**src/rtl/product_accumulator_pkg.sv**
```systemverilog
// Shared types and default constants for the product accumulator slice.
package mac_pkg;

    typedef enum logic [1:0] {
        IDLE = 2'd0,
        ACC  = 2'd1,
        HOLD = 2'd2
    } acc_state_t;

    localparam int PROD_W_DEF = 8;
    localparam int LEN_DEF    = 4;
    localparam int ACC_W_DEF  = 10;

endpackage

```
**src/rtl/product_accumulator_if.sv**
```systemverilog
// Product input stream and group result stream of the product accumulator.
interface product_accumulator_if
    import mac_pkg::*;
#(
    parameter int PROD_W = PROD_W_DEF,
    parameter int ACC_W  = ACC_W_DEF,
    parameter int CNT_W  = $clog2(LEN_DEF + 1)
);
    logic              in_valid;
    logic              in_ready;
    logic [PROD_W-1:0] in_prod;
    logic              in_last;
    logic              out_valid;
    logic              out_ready;
    logic [ACC_W-1:0]  out_sum;
    logic [CNT_W-1:0]  out_count;
    logic              out_ovf;

    // Upstream producer / downstream consumer side
    modport master (
        output in_valid, in_prod, in_last, out_ready,
        input  in_ready, out_valid, out_sum, out_count, out_ovf
    );

    // Accumulator side
    modport slave (
        input  in_valid, in_prod, in_last, out_ready,
        output in_ready, out_valid, out_sum, out_count, out_ovf
    );

endinterface

```
**src/rtl/product_accumulator_sat_adder.sv**
```systemverilog
// Unsigned W-bit adder that clamps to all-ones on carry out.
module sat_adder #(
    parameter int W = 10
) (
    input  logic [W-1:0] i_a,
    input  logic [W-1:0] i_b,
    output logic [W-1:0] o_sum,
    output logic         o_ovf
);

    logic [W:0] w_full;

    // Widened sum; the carry bit is the overflow indication
    always_comb begin
        w_full = {1'b0, i_a} + {1'b0, i_b};
        o_ovf  = w_full[W];
        o_sum  = w_full[W] ? '1 : w_full[W-1:0];
    end

endmodule

```
**src/rtl/product_accumulator.sv**
```systemverilog
// Sums incoming products into groups of up to LEN beats (or shorter on in_last)
// and presents each saturated group sum with its beat count and overflow flag.
module product_accumulator
    import mac_pkg::*;
#(
    parameter int PROD_W = PROD_W_DEF,
    parameter int LEN    = LEN_DEF,
    parameter int ACC_W  = ACC_W_DEF
) (
    input  logic                 clk,
    input  logic                 rst,
    product_accumulator_if.slave bus
);

    localparam int CNT_W = $clog2(LEN + 1);

    acc_state_t        r_state;
    logic [ACC_W-1:0]  r_acc;
    logic [CNT_W-1:0]  r_count;
    logic              r_ovf;
    logic              r_in_ready;
    logic              r_out_valid;
    logic [ACC_W-1:0]  r_out_sum;
    logic [CNT_W-1:0]  r_out_count;
    logic              r_out_ovf;

    logic [ACC_W-1:0]  w_prod_ext;
    logic [ACC_W-1:0]  w_sum;
    logic              w_add_ovf;
    logic              w_accept;
    logic [CNT_W-1:0]  w_cnt_next;
    logic              w_close;
    logic              w_ovf_next;

    sat_adder #(.W(ACC_W)) u_add (
        .i_a   (r_acc),
        .i_b   (w_prod_ext),
        .o_sum (w_sum),
        .o_ovf (w_add_ovf)
    );

    // Beat acceptance and group-close decode; count is 0 in IDLE, which covers LEN==1
    always_comb begin
        w_prod_ext = ACC_W'(bus.in_prod);
        w_accept   = bus.in_valid & r_in_ready;
        w_cnt_next = r_count + 1'b1;
        w_close    = bus.in_last | (w_cnt_next == CNT_W'(LEN));
        w_ovf_next = r_ovf | w_add_ovf;
    end

    // Group FSM with accumulator, beat counter and registered result outputs
    always_ff @(posedge clk or posedge rst) begin
        if (rst) begin
            r_state     <= IDLE;
            r_acc       <= '0;
            r_count     <= '0;
            r_ovf       <= 1'b0;
            r_in_ready  <= 1'b1;
            r_out_valid <= 1'b0;
            r_out_sum   <= '0;
            r_out_count <= '0;
            r_out_ovf   <= 1'b0;
        end else begin
            case (r_state)
                IDLE, ACC: begin
                    if (w_accept) begin
                        r_acc   <= w_sum;
                        r_count <= w_cnt_next;
                        r_ovf   <= w_ovf_next;
                        if (w_close) begin
                            r_state     <= HOLD;
                            r_in_ready  <= 1'b0;
                            r_out_valid <= 1'b1;
                            r_out_sum   <= w_sum;
                            r_out_count <= w_cnt_next;
                            r_out_ovf   <= w_ovf_next;
                        end else begin
                            r_state <= ACC;
                        end
                    end
                end
                HOLD: begin
                    if (bus.out_ready) begin
                        r_state     <= IDLE;
                        r_acc       <= '0;
                        r_count     <= '0;
                        r_ovf       <= 1'b0;
                        r_in_ready  <= 1'b1;
                        r_out_valid <= 1'b0;
                        r_out_sum   <= '0;
                        r_out_count <= '0;
                        r_out_ovf   <= 1'b0;
                    end
                end
                default: begin
                    r_state    <= IDLE;
                    r_in_ready <= 1'b1;
                end
            endcase
        end
    end

    assign bus.in_ready  = r_in_ready;
    assign bus.out_valid = r_out_valid;
    assign bus.out_sum   = r_out_sum;
    assign bus.out_count = r_out_count;
    assign bus.out_ovf   = r_out_ovf;

endmodule

```
**src/flat_wrapper.sv**
```systemverilog
// flat-port wrapper written by rule: the top's interface ports become plain ports
module product_accumulator_flat import mac_pkg::*;
#(
    parameter int PROD_W = PROD_W_DEF,
    parameter int LEN    = LEN_DEF,
    parameter int ACC_W  = ACC_W_DEF
)
  (clk, rst, bus_in_valid, bus_in_prod, bus_in_last, bus_out_ready, bus_in_ready, bus_out_valid, bus_out_sum, bus_out_count, bus_out_ovf);
  product_accumulator_if #(.PROD_W(PROD_W), .ACC_W(ACC_W), .CNT_W(3)) bus_i ();
  input  logic clk;
  input  logic rst;
  input wire logic [$bits(bus_i.in_valid)-1:0] bus_in_valid;
  input wire logic [$bits(bus_i.in_prod)-1:0] bus_in_prod;
  input wire logic [$bits(bus_i.in_last)-1:0] bus_in_last;
  input wire logic [$bits(bus_i.out_ready)-1:0] bus_out_ready;
  output wire logic [$bits(bus_i.in_ready)-1:0] bus_in_ready;
  output wire logic [$bits(bus_i.out_valid)-1:0] bus_out_valid;
  output wire logic [$bits(bus_i.out_sum)-1:0] bus_out_sum;
  output wire logic [$bits(bus_i.out_count)-1:0] bus_out_count;
  output wire logic [$bits(bus_i.out_ovf)-1:0] bus_out_ovf;
  assign bus_i.in_valid = bus_in_valid;
  assign bus_i.in_prod = bus_in_prod;
  assign bus_i.in_last = bus_in_last;
  assign bus_i.out_ready = bus_out_ready;
  assign bus_in_ready = bus_i.in_ready;
  assign bus_out_valid = bus_i.out_valid;
  assign bus_out_sum = bus_i.out_sum;
  assign bus_out_count = bus_i.out_count;
  assign bus_out_ovf = bus_i.out_ovf;
  product_accumulator #(.PROD_W(PROD_W), .LEN(LEN), .ACC_W(ACC_W)) u_core (.clk(clk), .rst(rst), .bus(bus_i));
endmodule
```
**config.mk**
```make
export PLATFORM = sky130hd
export DESIGN_NAME = product_accumulator_flat
export DESIGN_NICKNAME = d
export VERILOG_FILES = /design/src/rtl/product_accumulator_pkg.sv /design/src/rtl/product_accumulator_if.sv /design/src/rtl/product_accumulator_sat_adder.sv /design/src/rtl/product_accumulator.sv /design/src/flat_wrapper.sv
export SDC_FILE = /design/constraint.sdc
export NUM_CORES = 1
export LEC_CHECK = 0
export CAP_MARGIN = 30
export CORE_MARGIN = 10
export CORE_UTILIZATION = 53
export DETAILED_ROUTE_END_ITERATION = 8
export PLACE_DENSITY_LB_ADDON = 0.2
export SYNTH_ARGS = -nofsm -noshare
export SYNTH_HDL_FRONTEND = slang
export SYNTH_SLANG_ARGS = --single-unit
```
**constraint.sdc**
```tcl
create_clock -name clk -period 2.9 [get_ports clk]
set_clock_uncertainty 0.15 [all_clocks]
set_input_delay 0.435 -clock clk [delete_from_list [all_inputs] [get_ports clk]]
set_output_delay 0.435 -clock clk [all_outputs]
set_load 0.05 [all_outputs]
```
Word-level counts from Yosys, hierarchy flattened

Index checks and enable logic that the tools add are counted.

Register bits: 32
Input bits: 13

Add/sub/neg operators: 2
Equality and inequality tests: 6
Mux-type cells: 30
Bitwise logic cells: 3
Reductions and logical operators: 7

Operators with widths:

| operator                                            | count |
|---|---|
| 2-to-1 mux 10 bit                                   | 5 |
| case mux 10 bit (2 select lines)                    | 2 |
| 2-to-1 mux 3 bit                                    | 4 |
| case mux 3 bit (2 select lines)                     | 2 |
| adder 10 x 8 -> 11 bit                              | 1 |
| 2-to-1 mux 1 bit                                    | 9 |
| case mux 1 bit (2 select lines)                     | 4 |
| 2-to-1 mux 2 bit                                    | 3 |
| AND reduction 3 bit                                 | 2 |
| != test 2 x 1 -> 1 bit, second input constant       | 2 |
| case mux 2 bit (2 select lines)                     | 1 |
| AND reduction 4 bit                                 | 1 |
| adder 3 x 1 -> 3 bit, second input constant         | 1 |
| equality test 3 bit, second input constant          | 1 |
| equality test 2 x 1 -> 1 bit, second input constant | 1 |
| equality test 2 bit, second input constant          | 1 |
| zero test 2 bit                                     | 1 |
| != test 2 bit, second input constant                | 1 |
| OR 1 bit                                            | 2 |
| AND reduction 2 bit                                 | 1 |
| nonzero test 2 bit                                  | 1 |
| OR reduction 2 bit                                  | 1 |
| bitwise AND 1 bit                                   | 1 |

Longest topological paths before layout

Gate-level depths: netlist of run 1.

Depth after elaboration: 6
Depth in mapped cells: 8
Depth with buffers taken out: 7

By module

Synthesis of run 1 repeated with hierarchy kept, for this count alone.

Cells, all modules: 191
Area total of the unflattened synthesis: 1929.4 um^2

Modules (own cells, without submodules):

| module              | instances | cells each | area an instance (um^2) | sequential area each (um^2) |
|---|---|---|---|---|
| product_accumulator | 1         | 122        | 1410.1                  | 802.0 |
| sat_adder           | 1         | 69         | 519.2                   | 0.0 |

Worst setup path after synthesis of run 1

No wires, ideal clock.

Path type: input to register
From: input port bus_in_prod[0]
To: register u_core.r_out_sum[9], in the netlist u_core.bus.out_sum[9]
Library setup time: 127 ps
Arrival: 2074 ps
Path slack: 549 ps
Cell stages on the path: 8
Path buffers: 1
Cells stage by stage: ha_1 > fa_1 > a211oi_2 > o31ai_2 > o2111a_2 > buf_6 > a22oi_1 > nand3_1

Longest elaborated chain between the ends: 5

RTL lines:

| what                             | RTL line                            | text |
|---|---|---|
| start: declaration               | flat_wrapper.sv:13                  | `input wire logic [$bits(bus_i.in_prod)-1:0] bus_in_prod;` |
| adder 10 x 8 -> 11 bit           | product_accumulator_sat_adder.sv:15 | `w_full = {1'b0, i_a} + {1'b0, i_b};` |
| 2-to-1 mux 10 bit                | product_accumulator_sat_adder.sv:17 | `o_sum = w_full[W] ? '1 : w_full[W-1:0];` |
| 2-to-1 mux 10 bit                | product_accumulator.sv:70           | `if (w_close) begin` |
| 2-to-1 mux 10 bit                | product_accumulator.sv:66           | `if (w_accept) begin` |
| case mux 10 bit (2 select lines) | product_accumulator.sv:64           | `case (r_state)` |
| end signal: assignment           | product_accumulator.sv:74           | `r_out_sum <= w_sum;` |
| end: declaration                 | product_accumulator.sv:23           | `logic [ACC_W-1:0] r_out_sum;` |

No other way between the ends. The select of a mux whose other input is x is not followed.
A chain may end at the register's enable or synchronous reset.

Final worst setup path of run 1

From: input port bus_in_prod[0]
To: register u_core.r_acc[9]

Longest elaborated chain between the ends: 4

RTL lines:

| what                             | RTL line                            | text |
|---|---|---|
| adder 10 x 8 -> 11 bit           | product_accumulator_sat_adder.sv:15 |  |
| 2-to-1 mux 10 bit                | product_accumulator_sat_adder.sv:17 |  |
| 2-to-1 mux 10 bit                | product_accumulator.sv:66           |  |
| case mux 10 bit (2 select lines) | product_accumulator.sv:64           |  |
| end signal: assignment           | product_accumulator.sv:67           | `r_acc <= w_sum;` |
| end: declaration                 | product_accumulator.sv:18           | `logic [ACC_W-1:0] r_acc;` |

No other way between the ends. The select of a mux whose other input is x is not followed.

==> impl_metrics.ini, run 1 <==
[die]
die_h_um = 77.6
pin_count = 29
core-area_um2 = 3100
start_util = 0.566
dieArea_um2 = 6020
fp-row-count = 20
die_w_um = 77.6

[critical_path]
crit_path_max_fanout = 15
crit_path_cell_trace = clkdlybuf4s50_1, ha_1, fa_1, a211oi_2, o31ai_2, o2111a_2, nor4b_1, nor3_1
worstSetupPathType = input pin to register
path_buf_inv = 1
crit_slowest_cell = fa_1
start_kind = input pin
required_ns = 2.97
crit_path_end_kind = register
crit_arrival_ns = 2.65
reg2reg_slack_ns = 0.43
slowest_delay_ns = 0.42
cp_top_family = compound AO/OA/AOI/OAI gates

[global_route]
use_met3 = 0.0565
grt_first_pass_wirelength_um = 7020
gr-total-overflow = 0
met2_usage = 0.237
grt_pass1_vias = 1477
groute.usage.overall = 0.141
gr-usage-met1 = 0.163
top_usage_layer = met2
antenna_found_initial = 0
grt_max_degree = 33

[clocking]
numCtsBuffers = 5
cts.sinks = 32
clock_latency_ns = 0.34
clock-root-buffer = clkbuf_4
clkTransAtPathRegs_ns = 0.10
cts_buffer_depth = 2
cts_setup_buffers = 0
htreeDepth = 2
cts_tree = built
cts_resized = 0
cts.hold.buffers_added = 0

[synthesis]
synth_xor_area_frac = 0.0299
synth_compound_area_frac = 0.201
synthArstFlopShare = 1.00
ys.flop_type = dfrtp_1
yosys.area_share.adder = 0.0826
muxShareOfSynthArea = 0.0171
synth_edf_count = 0
synth_top_family_by_area = compound AO/OA/AOI/OAI gates
yosysSeqAreaShare = 0.457
yosys.area.top_type = dfrtp_1
syn_inst = 183
syn_area_um2 = 1760
syn_nets = 207
yosys.area.top_type_share = 0.442
synth_area_leaders = dfrtp_1, ha_1, nand2_1
yosys.area_share.simple = 0.184
ys_ff_latch = 32
synth_cell_types = 39
synth_area_per_cell_um2 = 9.60
yosysWarnings = 0

[cells_and_area]
drive_gt1_frac = 0.134
antennaDiodeCount = 0
area_delta_synth_final_pct = 22.4
nets = 240
post-route-util = 0.693

[timing]
finalHoldWorstSlack_ns = 0.328
tightestPinTransition_ns = 0.548
hold_violations = 0
final-max-slew-violation-count = 0
slew_headroom = 0.635
min_period_ns = 2.59
finalSetupTns_ns = 0
period_share = 0.892
rsz0062_at_grt = false
clock.fmax_mhz = 387
setup_violations = 0
setup_slack_ns = 0.314

[power]
leakagePower_nw = 1.04
ir_drop_mv = 0.558
finalPower_mw = 2.42
p_per_area_nw_per_um2 = 1130

[detailed_routing]
ant_nets = 0
routed_via_density = 5.64
wl_per_cell_um = 15.6
via_count = 1473
finalWirelength_um = 4070
drt-pass1-iter-count = 4
first_iter_violations = 85
drcViolationCount = 0

[place]
portBuffers = 28
dpl.hpwl_um = 3050
post-place-ws_ns = -0.0277
place_congestion = 0.833

[flow_run]
drv.max_cap_violation_count = 0

[outcome]
status = finished, final reports clean

[worst_hold_path]
hp-class = input pin to async pin
placed cells by master, fill, tap and decap left out, types with 3 or more instances in the layout:
cell,netlist,final
a21o_1,4,4
a21oi_1,9,9
a22o_1,4,4
a22oi_1,3,3
buf_4,0,5
clkbuf_4,0,5
clkdlybuf4s50_1,0,28
dfrtp_1,31,31
ha_1,10,10
inv_1,3,3
mux2i_1,3,3
nand2_1,31,31
nand2b_1,3,3
nand3_1,6,6
nor2_1,17,17
nor2_2,3,3
o21ai_0,13,13
o21ai_2,5,5
xor2_1,5,5
tightest hold or removal path: stages:
cell and delay [ns]:
clkdlybuf4s50_1 0.40, inv_1 0.05, buf_4 0.36
worst paths after layout:
| check | depth (start not counted) | endpoint | start |
|---|---|---|---|
| worst max register to register | 7 | u_core.r_acc[9] | u_core.r_acc[0] |
| worst max-delay path | 8 | u_core.r_acc[9] | bus_in_prod[0] |
| worst min register to register | 2 | u_core.bus.out_sum[1] | u_core.bus.out_sum[1] |
| min in group clk | 2 | u_core.bus.out_sum[1] | u_core.bus.out_sum[1] |
| max in group asynchronous | 3 | u_core.bus.in_ready | rst |
| worst min-delay path | 3 | u_core.bus.out_sum[2] | rst |
cells by family after synthesis:
family                   Yosys count
AND/OR/NAND/NOR                   71
AO/OA/AOI/OAI                     50
flip-flops                        32
adder cells (fa/ha/maj)           11
buffers and inverters             10
XOR/XNOR                           6
multiplexers                       3
final cells by class:
class                      instances  area, um^2
multi-input combinational        141         903
tap                               44        55.1
sequential                        32         802
fill                             262         952
clock inverter                     2        10.0
inverter                           3        11.3
clock buffer                       6        51.3
timing repair buffer              33         318
cells in the mapped netlist, drive strengths merged, types with 2 or more instances:
cell,count
ha,10
a22oi,3
mux2i,3
a21oi,9
inv,3
a211oi,3
nand2,31
and2,2
or2,2
or3,2
o31ai,3
a21o,4
nand2b,3
xor2,5
dfrtp,31
a22o,4
nand3,6
nor2,20
o21ai,19
o21a,2
buf,6
state kept, by name, indices dropped and copies added, names as in the netlist, 2 cells and up:
register              count
u_core.bus.out_sum       10
u_core.r_acc             10
u_core.bus.out_count      3
u_core.r_count            3
u_core.r_state            2
stage by stage:
| stage | instance area (um^2) | std cells |
|---|---|---|
| after floorplan | 1760 | 183 |
| after global placement | 2090 | 253 |
| after detailed placement | 2090 | 253 |
| after CTS | 2150 | 261 |
| after global routing | 2150 | 261 |
| final | 2150 | 261 |
metal layers:
layer,vias to the layer above,share of wire
met5,-,0
met4,0,0.019
met3,14,0.071
met2,47,0.48
met1,705,0.43
li1,707,-
where the power goes:
group          internal (mW)  switching, mW
Sequential             0.633          0.127
Clock                  0.115          0.154
Combinational          0.515          0.877
Total                   1.26           1.16
No activity file was read; power rests on OpenSTA's default activity.
==> inputs of run 2 (changes only) <==
- CAP_MARGIN: 30 -> not set
==> results of run 2 <==
No change in the layout: final DEF, timing and power equal those of run 1.
